===== config.mk =====
export PLATFORM = sky130hd
export DESIGN_NAME = lcd_stream_timing_flat
export DESIGN_NICKNAME = d
export VERILOG_FILES = /design/src/rtl/lcd_stream_timing_if.sv /design/src/rtl/lcd_stream_timing.sv /design/src/flat_wrapper.sv
export SDC_FILE = /design/constraint.sdc
export NUM_CORES = 1
export LEC_CHECK = 0
export CAP_MARGIN = 20
export CORE_ASPECT_RATIO = 1.25
export CORE_MARGIN = 2
export CORE_UTILIZATION = 51
export CTS_CLUSTER_DIAMETER = 200
export DETAILED_ROUTE_END_ITERATION = 7
export PLACE_DENSITY_LB_ADDON = 0.2
export SLEW_MARGIN = 10
export SYNTH_ARGS = -nofsm -noshare
export SYNTH_HDL_FRONTEND = slang
export SYNTH_SLANG_ARGS = --single-unit

===== constraint.sdc =====
create_clock -name PixelClk -period 2.9 [get_ports PixelClk]
set_input_delay 0.58 -clock PixelClk [delete_from_list [all_inputs] [get_ports PixelClk]]
set_output_delay 0.58 -clock PixelClk [all_outputs]
set_load 0.01 [all_outputs]

===== src/rtl/lcd_stream_timing_if.sv =====
// Pixel stream interface between the upstream source (frame buffer reader or
// pattern FIFO) and the panel timing stage.
//   s_valid  source -> panel  pixel beat valid
//   s_sof    source -> panel  beat is pixel (0,0) of a frame
//   s_data   source -> panel  RGB565 {R[15:11],G[10:5],B[4:0]}
//   s_ready  panel -> source  beat accepted when s_valid & s_ready
interface lcd_stream_timing_if;
    logic        s_valid;
    logic        s_sof;
    logic [15:0] s_data;
    logic        s_ready;

    modport master (output s_valid, output s_sof, output s_data, input s_ready);
    modport slave  (input s_valid, input s_sof, input s_data, output s_ready);
endinterface


===== src/rtl/lcd_stream_timing.sv =====
// Panel-side stage of the RGB LCD path. Generates DE/HSYNC/VSYNC timing and
// pulls RGB565 pixels from a valid/ready stream, keeping the stream aligned to
// the panel frame, filling starved pixels and resynchronising when the source
// drifts.
// Ports:
//   PixelClk       pixel clock, rising edge
//   nRST           synchronous active-low reset
//   s_if           pixel stream (slave side)
//   frame_start    1-cycle pulse, registered, for h_cnt==0 && v_cnt==0
//   locked         stream aligned to panel frame
//   resync         1-cycle pulse when alignment is lost
//   underflow_cnt  saturating count of starved active pixels
//   LCD_*          registered panel pins, one cycle behind the counters
module lcd_stream_timing #(
    parameter int unsigned H_ACTIVE = 800,
    parameter int unsigned H_FP     = 210,
    parameter int unsigned H_SYNC   = 1,
    parameter int unsigned H_BP     = 182,
    parameter int unsigned V_ACTIVE = 480,
    parameter int unsigned V_FP     = 45,
    parameter int unsigned V_SYNC   = 5,
    parameter int unsigned V_BP     = 0,
    parameter logic        SYNC_POL = 1'b0,
    parameter logic [15:0] FILL_RGB = 16'h0000
) (
    input  logic                 PixelClk,
    input  logic                 nRST,
    lcd_stream_timing_if.slave   s_if,
    output logic                 frame_start,
    output logic                 locked,
    output logic                 resync,
    output logic [15:0]          underflow_cnt,
    output logic                 LCD_DE,
    output logic                 LCD_HSYNC,
    output logic                 LCD_VSYNC,
    output logic [4:0]           LCD_R,
    output logic [5:0]           LCD_G,
    output logic [4:0]           LCD_B
);
    localparam int unsigned H_TOTAL = H_SYNC + H_BP + H_ACTIVE + H_FP;
    localparam int unsigned V_TOTAL = V_SYNC + V_BP + V_ACTIVE + V_FP;
    localparam int unsigned HW      = $clog2(H_TOTAL + 1);
    localparam int unsigned VW      = $clog2(V_TOTAL + 1);

    localparam logic [HW-1:0] H_LAST  = HW'(H_TOTAL - 1);
    localparam logic [HW-1:0] H_SYN_E = HW'(H_SYNC);
    localparam logic [HW-1:0] H_ACT_S = HW'(H_SYNC + H_BP);
    localparam logic [HW-1:0] H_ACT_E = HW'(H_SYNC + H_BP + H_ACTIVE);
    localparam logic [VW-1:0] V_LAST  = VW'(V_TOTAL - 1);
    localparam logic [VW-1:0] V_SYN_E = VW'(V_SYNC);
    localparam logic [VW-1:0] V_ACT_S = VW'(V_SYNC + V_BP);
    localparam logic [VW-1:0] V_ACT_E = VW'(V_SYNC + V_BP + V_ACTIVE);

    localparam logic [1:0] ST_HUNT   = 2'd0;
    localparam logic [1:0] ST_ARMED  = 2'd1;
    localparam logic [1:0] ST_SYNCED = 2'd2;

    logic [HW-1:0] r_h_cnt;
    logic [VW-1:0] r_v_cnt;
    logic [1:0]    r_state;
    logic [15:0]   r_rgb;

    logic          w_act;
    logic          w_first;
    logic          w_ready;
    logic          w_show;
    logic          w_underflow;
    logic          w_resync;
    logic [1:0]    w_next;

    assign w_act   = (r_h_cnt >= H_ACT_S) && (r_h_cnt < H_ACT_E) &&
                     (r_v_cnt >= V_ACT_S) && (r_v_cnt < V_ACT_E);
    assign w_first = (r_h_cnt == H_ACT_S) && (r_v_cnt == V_ACT_S);

    // Ready is combinational on s_sof so an unexpected sof beat is never
    // consumed; it is held upstream until the panel reaches its first pixel.
    always_comb begin
        w_ready     = 1'b0;
        w_show      = 1'b0;
        w_underflow = 1'b0;
        w_resync    = 1'b0;
        w_next      = r_state;
        case (r_state)
            ST_HUNT: begin
                w_ready = !(s_if.s_valid && s_if.s_sof);
                if (s_if.s_valid && s_if.s_sof)
                    w_next = ST_ARMED;
            end
            ST_ARMED: begin
                w_ready = w_first;
                if (w_first && s_if.s_valid && s_if.s_sof) begin
                    w_show = 1'b1;
                    w_next = ST_SYNCED;
                end
            end
            ST_SYNCED: begin
                if (w_act) begin
                    if (!s_if.s_valid) begin
                        w_ready     = 1'b1;
                        w_underflow = 1'b1;
                    end else if (s_if.s_sof == w_first) begin
                        w_ready = 1'b1;
                        w_show  = 1'b1;
                    end else if (s_if.s_sof) begin
                        w_resync = 1'b1;
                        w_next   = ST_ARMED;
                    end else begin
                        // late sof: swallow the stray beat and hunt again
                        w_ready  = 1'b1;
                        w_resync = 1'b1;
                        w_next   = ST_HUNT;
                    end
                end
            end
            default: w_next = ST_HUNT;
        endcase
    end

    always_ff @(posedge PixelClk) begin
        if (!nRST) begin
            r_h_cnt       <= '0;
            r_v_cnt       <= '0;
            r_state       <= ST_HUNT;
            r_rgb         <= '0;
            LCD_DE        <= 1'b0;
            LCD_HSYNC     <= ~SYNC_POL;
            LCD_VSYNC     <= ~SYNC_POL;
            frame_start   <= 1'b0;
            resync        <= 1'b0;
            underflow_cnt <= '0;
        end else begin
            if (r_h_cnt == H_LAST) begin
                r_h_cnt <= '0;
                r_v_cnt <= (r_v_cnt == V_LAST) ? '0 : r_v_cnt + VW'(1);
            end else begin
                r_h_cnt <= r_h_cnt + HW'(1);
            end
            r_state     <= w_next;
            LCD_DE      <= w_act;
            LCD_HSYNC   <= (r_h_cnt < H_SYN_E) ? SYNC_POL : ~SYNC_POL;
            LCD_VSYNC   <= (r_v_cnt < V_SYN_E) ? SYNC_POL : ~SYNC_POL;
            frame_start <= (r_h_cnt == '0) && (r_v_cnt == '0);
            resync      <= w_resync;
            if (!w_act)
                r_rgb <= '0;
            else if (w_show)
                r_rgb <= s_if.s_data;
            else
                r_rgb <= FILL_RGB;
            if (w_underflow && (underflow_cnt != '1))
                underflow_cnt <= underflow_cnt + 16'd1;
        end
    end

    assign s_if.s_ready = w_ready;
    assign locked       = (r_state == ST_SYNCED);
    assign LCD_R        = r_rgb[15:11];
    assign LCD_G        = r_rgb[10:5];
    assign LCD_B        = r_rgb[4:0];
endmodule


===== src/flat_wrapper.sv =====
// flat-port wrapper written by rule: the top's interface ports become plain ports
module lcd_stream_timing_flat 
#(
    parameter int unsigned H_ACTIVE = 800,
    parameter int unsigned H_FP     = 210,
    parameter int unsigned H_SYNC   = 1,
    parameter int unsigned H_BP     = 182,
    parameter int unsigned V_ACTIVE = 480,
    parameter int unsigned V_FP     = 45,
    parameter int unsigned V_SYNC   = 5,
    parameter int unsigned V_BP     = 0,
    parameter logic        SYNC_POL = 1'b0,
    parameter logic [15:0] FILL_RGB = 16'h0000
)
  (PixelClk, nRST, frame_start, locked, resync, underflow_cnt, LCD_DE, LCD_HSYNC, LCD_VSYNC, LCD_R, LCD_G, LCD_B, s_if_s_valid, s_if_s_sof, s_if_s_data, s_if_s_ready);
  lcd_stream_timing_if s_if_i ();
  input  logic PixelClk;
  input  logic nRST;
  output logic frame_start;
  output logic locked;
  output logic resync;
  output logic [15:0] underflow_cnt;
  output logic LCD_DE;
  output logic LCD_HSYNC;
  output logic LCD_VSYNC;
  output logic [4:0] LCD_R;
  output logic [5:0] LCD_G;
  output logic [4:0] LCD_B;
  input wire logic [$bits(s_if_i.s_valid)-1:0] s_if_s_valid;
  input wire logic [$bits(s_if_i.s_sof)-1:0] s_if_s_sof;
  input wire logic [$bits(s_if_i.s_data)-1:0] s_if_s_data;
  output wire logic [$bits(s_if_i.s_ready)-1:0] s_if_s_ready;
  assign s_if_i.s_valid = s_if_s_valid;
  assign s_if_i.s_sof = s_if_s_sof;
  assign s_if_i.s_data = s_if_s_data;
  assign s_if_s_ready = s_if_i.s_ready;
  lcd_stream_timing #(.H_ACTIVE(H_ACTIVE), .H_FP(H_FP), .H_SYNC(H_SYNC), .H_BP(H_BP), .V_ACTIVE(V_ACTIVE), .V_FP(V_FP), .V_SYNC(V_SYNC), .V_BP(V_BP), .SYNC_POL(SYNC_POL), .FILL_RGB(FILL_RGB)) u_core (.PixelClk(PixelClk), .nRST(nRST), .s_if(s_if_i), .frame_start(frame_start), .locked(locked), .resync(resync), .underflow_cnt(underflow_cnt), .LCD_DE(LCD_DE), .LCD_HSYNC(LCD_HSYNC), .LCD_VSYNC(LCD_VSYNC), .LCD_R(LCD_R), .LCD_G(LCD_G), .LCD_B(LCD_B));
endmodule

==> results <==
- The x dimension of the die is 70.2 um.
- The launch instance of the worst register-to-register path is u_core.r_v_cnt[3]$_SDFFE_PN0P_.
- The final hold violation count came to 0.
- In this run the number of H-tree levels came out at 3.
- Setup repair after global routing could not meet its margin everywhere.
- The floorplan die area is 6080 um2.
- Clock skew on the completed layout was measured at 5.96 ps.
- Buffers placed on the I/O ports in this run total 58.
- The clock period minus final worst setup slack is about 2800 ps.
- The critical path is of the flip-flop to primary output type.
- In the post-synthesis netlist, the biggest area contributors are sky130_fd_sc_hd__dfxtp_1, sky130_fd_sc_hd__ha_1, sky130_fd_sc_hd__nand2_1.
- STA classifies the critical path startpoint as a flip-flop.
- The final count of pins violating max slew was 0.
- The number of inserted diodes is 0.
- The transition at the pin with the smallest max-transition slack is 590 ps.
- The share of flip-flops with an asynchronous set or reset after synthesis is 0.
- The share of the Yosys chip area taken by registers is 0.430.
- In the finished design, the share of the clock period the worst path needs comes to 0.969.
- The global-route total usage across every layer is 0.230.
- Hold repair after CTS inserted 0 buffers.
- The largest family of logic cells by synthesized area is simple AND/OR/NAND/NOR gates.
- For this configuration, the core starts out at a cell density of 0.520.
- The compound-gate portion of the synthesized area came to 0.100.
- The layout has roughly 450 filler cells.
- After the last flow step, the layout net total stands at 429.
- In this design, the stage delay of the slowest critical-path cell is between 500 and 600 ps.
- The netlist area before placement is 2790 um2.
- The highest clock frequency the design can meet is 356 MHz.
- The total setup violations reported at the end of the flow is 0.
- The number of flops mapped to enable cells by yosys is 0.
- The tool flagged a number of max-cap violations equal to 0.
- The first routing iteration left 133 violations.
- The buffer levels on the longest clock path is 2.
- The clock latency reported for the late side of the worst-skew pair is 350 ps.
- The largest area contributor in the netlist is sky130_fd_sc_hd__dfxtp_1.
- The net count after synthesis is between 300 and 400.
- Once detailed placement completed, the half-perimeter wirelength came to roughly 4800 um.
- By instance count, the leading cell after synthesis is sky130_fd_sc_hd__dfxtp_1.
- After routing, the total negative slack on setup checks comes to 0 ps.
- The cell total after placement is 448.
- Summed over all layers, the routed wires come to 6560 um.
- The clock sink count is 60.
- The area of all sequential standard cells is 1200 um2.
- The setup slack of the most critical reg-to-reg path is between 500 and 600 ps.
- The run finished with clean final reports.
- The count of TritonRoute iterations in the first routing pass is 4.
- Each instance of the synthesized netlist takes up on average 8.70 um2.
- Global routing finished with a remaining overflow of 0.
- The slowest library cell on the worst path is sky130_fd_sc_hd__or4_4.
- By count the netlist is led by sky130_fd_sc_hd__dfxtp_1, sky130_fd_sc_hd__nand2_1, sky130_fd_sc_hd__nor2_1.
- The via density per instance is 5.53.
- The area share of the largest cell type after synthesis is 0.430.
- The number of antenna violations at the first check in global routing is 0.
- For this design the ratio of total power to cell area is ~460 nW/um2.
- The worst min-delay path category is flip-flop to flip-flop.
- Buffers inserted during clock tree synthesis total 9.
- In this run the core area contains 30 standard-cell rows.
- Traced cell by cell, the critical path runs through or4_4 > nor4_4 > nand4_1 > ha_2 > a21o_1 > a21oi_2 > buf_2.
- The height of the chip is 86.7 um.
- The primary flip-flop cell chosen by synthesis mapping is sky130_fd_sc_hd__dfxtp_1.
- The leakage power total is roughly 1.4 nW.
- Across the VDD grid, the largest voltage drop is 0.294 mV.
- The worst slew margin relative to its limit is 0.604.
- Of the total synthesized cell area, the portion taken by full adders, half adders and majority gates is 0.0538.
- Entering global routing, the biggest net connects 17 pins.
- After clock tree synthesis, the clock-pin slew on the worst setup and hold paths is 70 ps.
- The required arrival time at the worst endpoint is around 2300 ps.
- Along the worst hold path, the cell count comes to 2.
- Yosys printed 0 warnings.
- The arrival time of data at the critical path endpoint is around 2200 ps.
- After detailed routing, the number of remaining DRC violations is 0.
- In this run, synthesis produced a sequential element count of 60.
- The worst-path maximum fanout is 2.
- For this design the top-level I/O count stands at 59.
- Synthesis instantiated between 40 and 50 different standard cells from the library.
- The last weighted congestion value of the routability-driven placer is 0.901.
- For hold timing, the worst endpoint is u_core.underflow_cnt[11]$_SDFFE_PN0P_.
- The gate count after technology mapping is 321.
- In this run the remaining antenna-violating nets after routing total 0.
- The worst min-delay path startpoint is u_core.underflow_cnt[11]$_SDFFE_PN0P_.
- Summing all multi-input logic gate instances after layout gives roughly 1500 um2.
- After detailed routing, the average wire length per cell comes to 14.1 um.
- The TritonCTS clock tree is yes.
- The endpoint identified for the worst register-to-register timing path is u_core.r_state[0]$_SDFFE_PN0P_.
- The xor and xnor area share after synthesis is 0.0439.
- The number of cell instances on the worst register-to-register path is 8.
- Of the total synthesized cell area, the portion taken by AND, OR, NAND and NOR gates is 0.291.
- The buffer cell driving the clock tree root is sky130_fd_sc_hd__clkbuf_8.
- Once layout is complete, the cells apart from fillers number 466.
- The first global-routing pass estimated between 10000 and 15000 um of wire.
- Across all layers, the routed design uses 2575 vias.
- Of the post-synthesis cell area, the part taken by muxes is 0.0359.
- The number of global-route vias before repair is 2501.
- The synthesis-to-layout area growth is 33.5%.
- STA classifies the critical path endpoint as a primary output.
- In this run the standard cell core region covers between 5000 and 6000 um2.
- Of the cells placed in the final design, the portion with a size suffix greater than 1 is 0.132.
==> where the power goes <==
part           switching [mW]  internal [mW]
Sequential             0.0137          0.840
Combinational           0.104          0.102
Clock                   0.347          0.304
Total                   0.464           1.25
==> per-layer routing <==
metal  part of all wire  GRT usage
met5                  0          0
met3              0.041     0.0523
met1               0.42      0.251
met2               0.50      0.398
met4              0.038      0.152
==> registers in the layout, summed over array words and instances, names as in the netlist <==
| register | cells |
|---|---|
| u_core.r_h_cnt | 11 |
| u_core.LCD_VSYNC | 1 |
| u_core.underflow_cnt | 16 |
| u_core.resync | 1 |
| u_core.frame_start | 1 |
| u_core.LCD_DE | 1 |
| u_core.r_state | 2 |
| u_core.r_rgb | 16 |
| u_core.LCD_HSYNC | 1 |
| u_core.r_v_cnt | 10 |
==> worst max path at each step <==
stage | startpoint | to | slack, ps | cells after the start
after floorplan | u_core.r_h_cnt[0]$_SDFF_PP0_ | s_if_s_ready | 380 | 8
after global placement | u_core.r_v_cnt[5]$_SDFFE_PN0P_ | s_if_s_ready | 40 | 7
after detailed placement | u_core.r_v_cnt[5]$_SDFFE_PN0P_ | s_if_s_ready | -40 | 7
after CTS | u_core.r_v_cnt[5]$_SDFFE_PN0P_ | s_if_s_ready | 0.9 | 7
after global routing | u_core.r_v_cnt[3]$_SDFFE_PN0P_ | s_if_s_ready | -40 | 7
final | u_core.r_v_cnt[3]$_SDFFE_PN0P_ | s_if_s_ready | 90 | 7
==> metrics by stage <==
step	util	worst slack, ps	power, mW	area (um2)	hold WS (ps)
detailed placement	0.657	-35.3	1.08	3520	480
CTS	0.687	0.893	1.72	3690	489
finish	0.694	89.7	1.71	3730	484
global route	0.694	-39.0	1.79	3730	528
global placement	0.657	36.2	1.07	3520	470
floorplan	-	378	0.993	2790	473
==> final cells by class <==
cell class / instances / area share
timing repair buffer: 78 / 0.195
clock inverter: 7 / 0.0117
sequential: 60 / 0.323
clock buffer: 9 / 0.0332
inverter: 17 / 0.0171
multi-input combinational: 231 / 0.398
tap: 64 / 0.0215
==> critical path: cells and delay by family, from the launching register on <==
| family | cells | cell delay [ps] |
|---|---|---|
| simple gates | 3 | 940 |
| flops | 1 | 320 |
| compound gates | 2 | 260 |
| fa+ha+maj | 1 | 230 |
| buf+inv | 1 | 140 |
==> what timing repair did <==
item                                    in CTS  in global routing
cloned                                       0                  0
gates resized for setup                      5                  8
buffers inserted                             0                  2
pin swaps                                    2                  4
endpoints found under the setup margin       1                  1
==> layout by cell type (no fill, tap or decap), types with 3 or more instances in the layout <==
master                             n
sky130_fd_sc_hd__or3_1             7
sky130_fd_sc_hd__ha_1             10
sky130_fd_sc_hd__clkdlybuf4s50_1  57
sky130_fd_sc_hd__o31ai_1           5
sky130_fd_sc_hd__nor2_1           25
sky130_fd_sc_hd__or4_1             3
sky130_fd_sc_hd__buf_4            20
sky130_fd_sc_hd__o21ai_0           6
sky130_fd_sc_hd__and2_1           16
sky130_fd_sc_hd__xnor2_1           5
sky130_fd_sc_hd__nor3_1            4
sky130_fd_sc_hd__xor2_1            9
sky130_fd_sc_hd__nand2b_1         11
sky130_fd_sc_hd__nand2_1          40
sky130_fd_sc_hd__nand4_1          14
sky130_fd_sc_hd__o211ai_1          3
sky130_fd_sc_hd__dfxtp_1          57
sky130_fd_sc_hd__nand3_1          10
sky130_fd_sc_hd__clkinv_2          4
sky130_fd_sc_hd__and3_1            6
sky130_fd_sc_hd__clkbuf_8          9
sky130_fd_sc_hd__a21oi_1          11
sky130_fd_sc_hd__mux2i_1          10
sky130_fd_sc_hd__dfxtp_2           3
sky130_fd_sc_hd__inv_1            16
sky130_fd_sc_hd__nor4_1            7
==> cell families after synthesis <==
group / Yosys count
buffers and inverters: 30
AOI/OAI and AO/OA: 42
muxes: 10
and+or+nand+nor: 153
xor gates and xnor gates: 14
DFF: 60
adders and majority gates: 12
(Power assumes the default switching activity.)
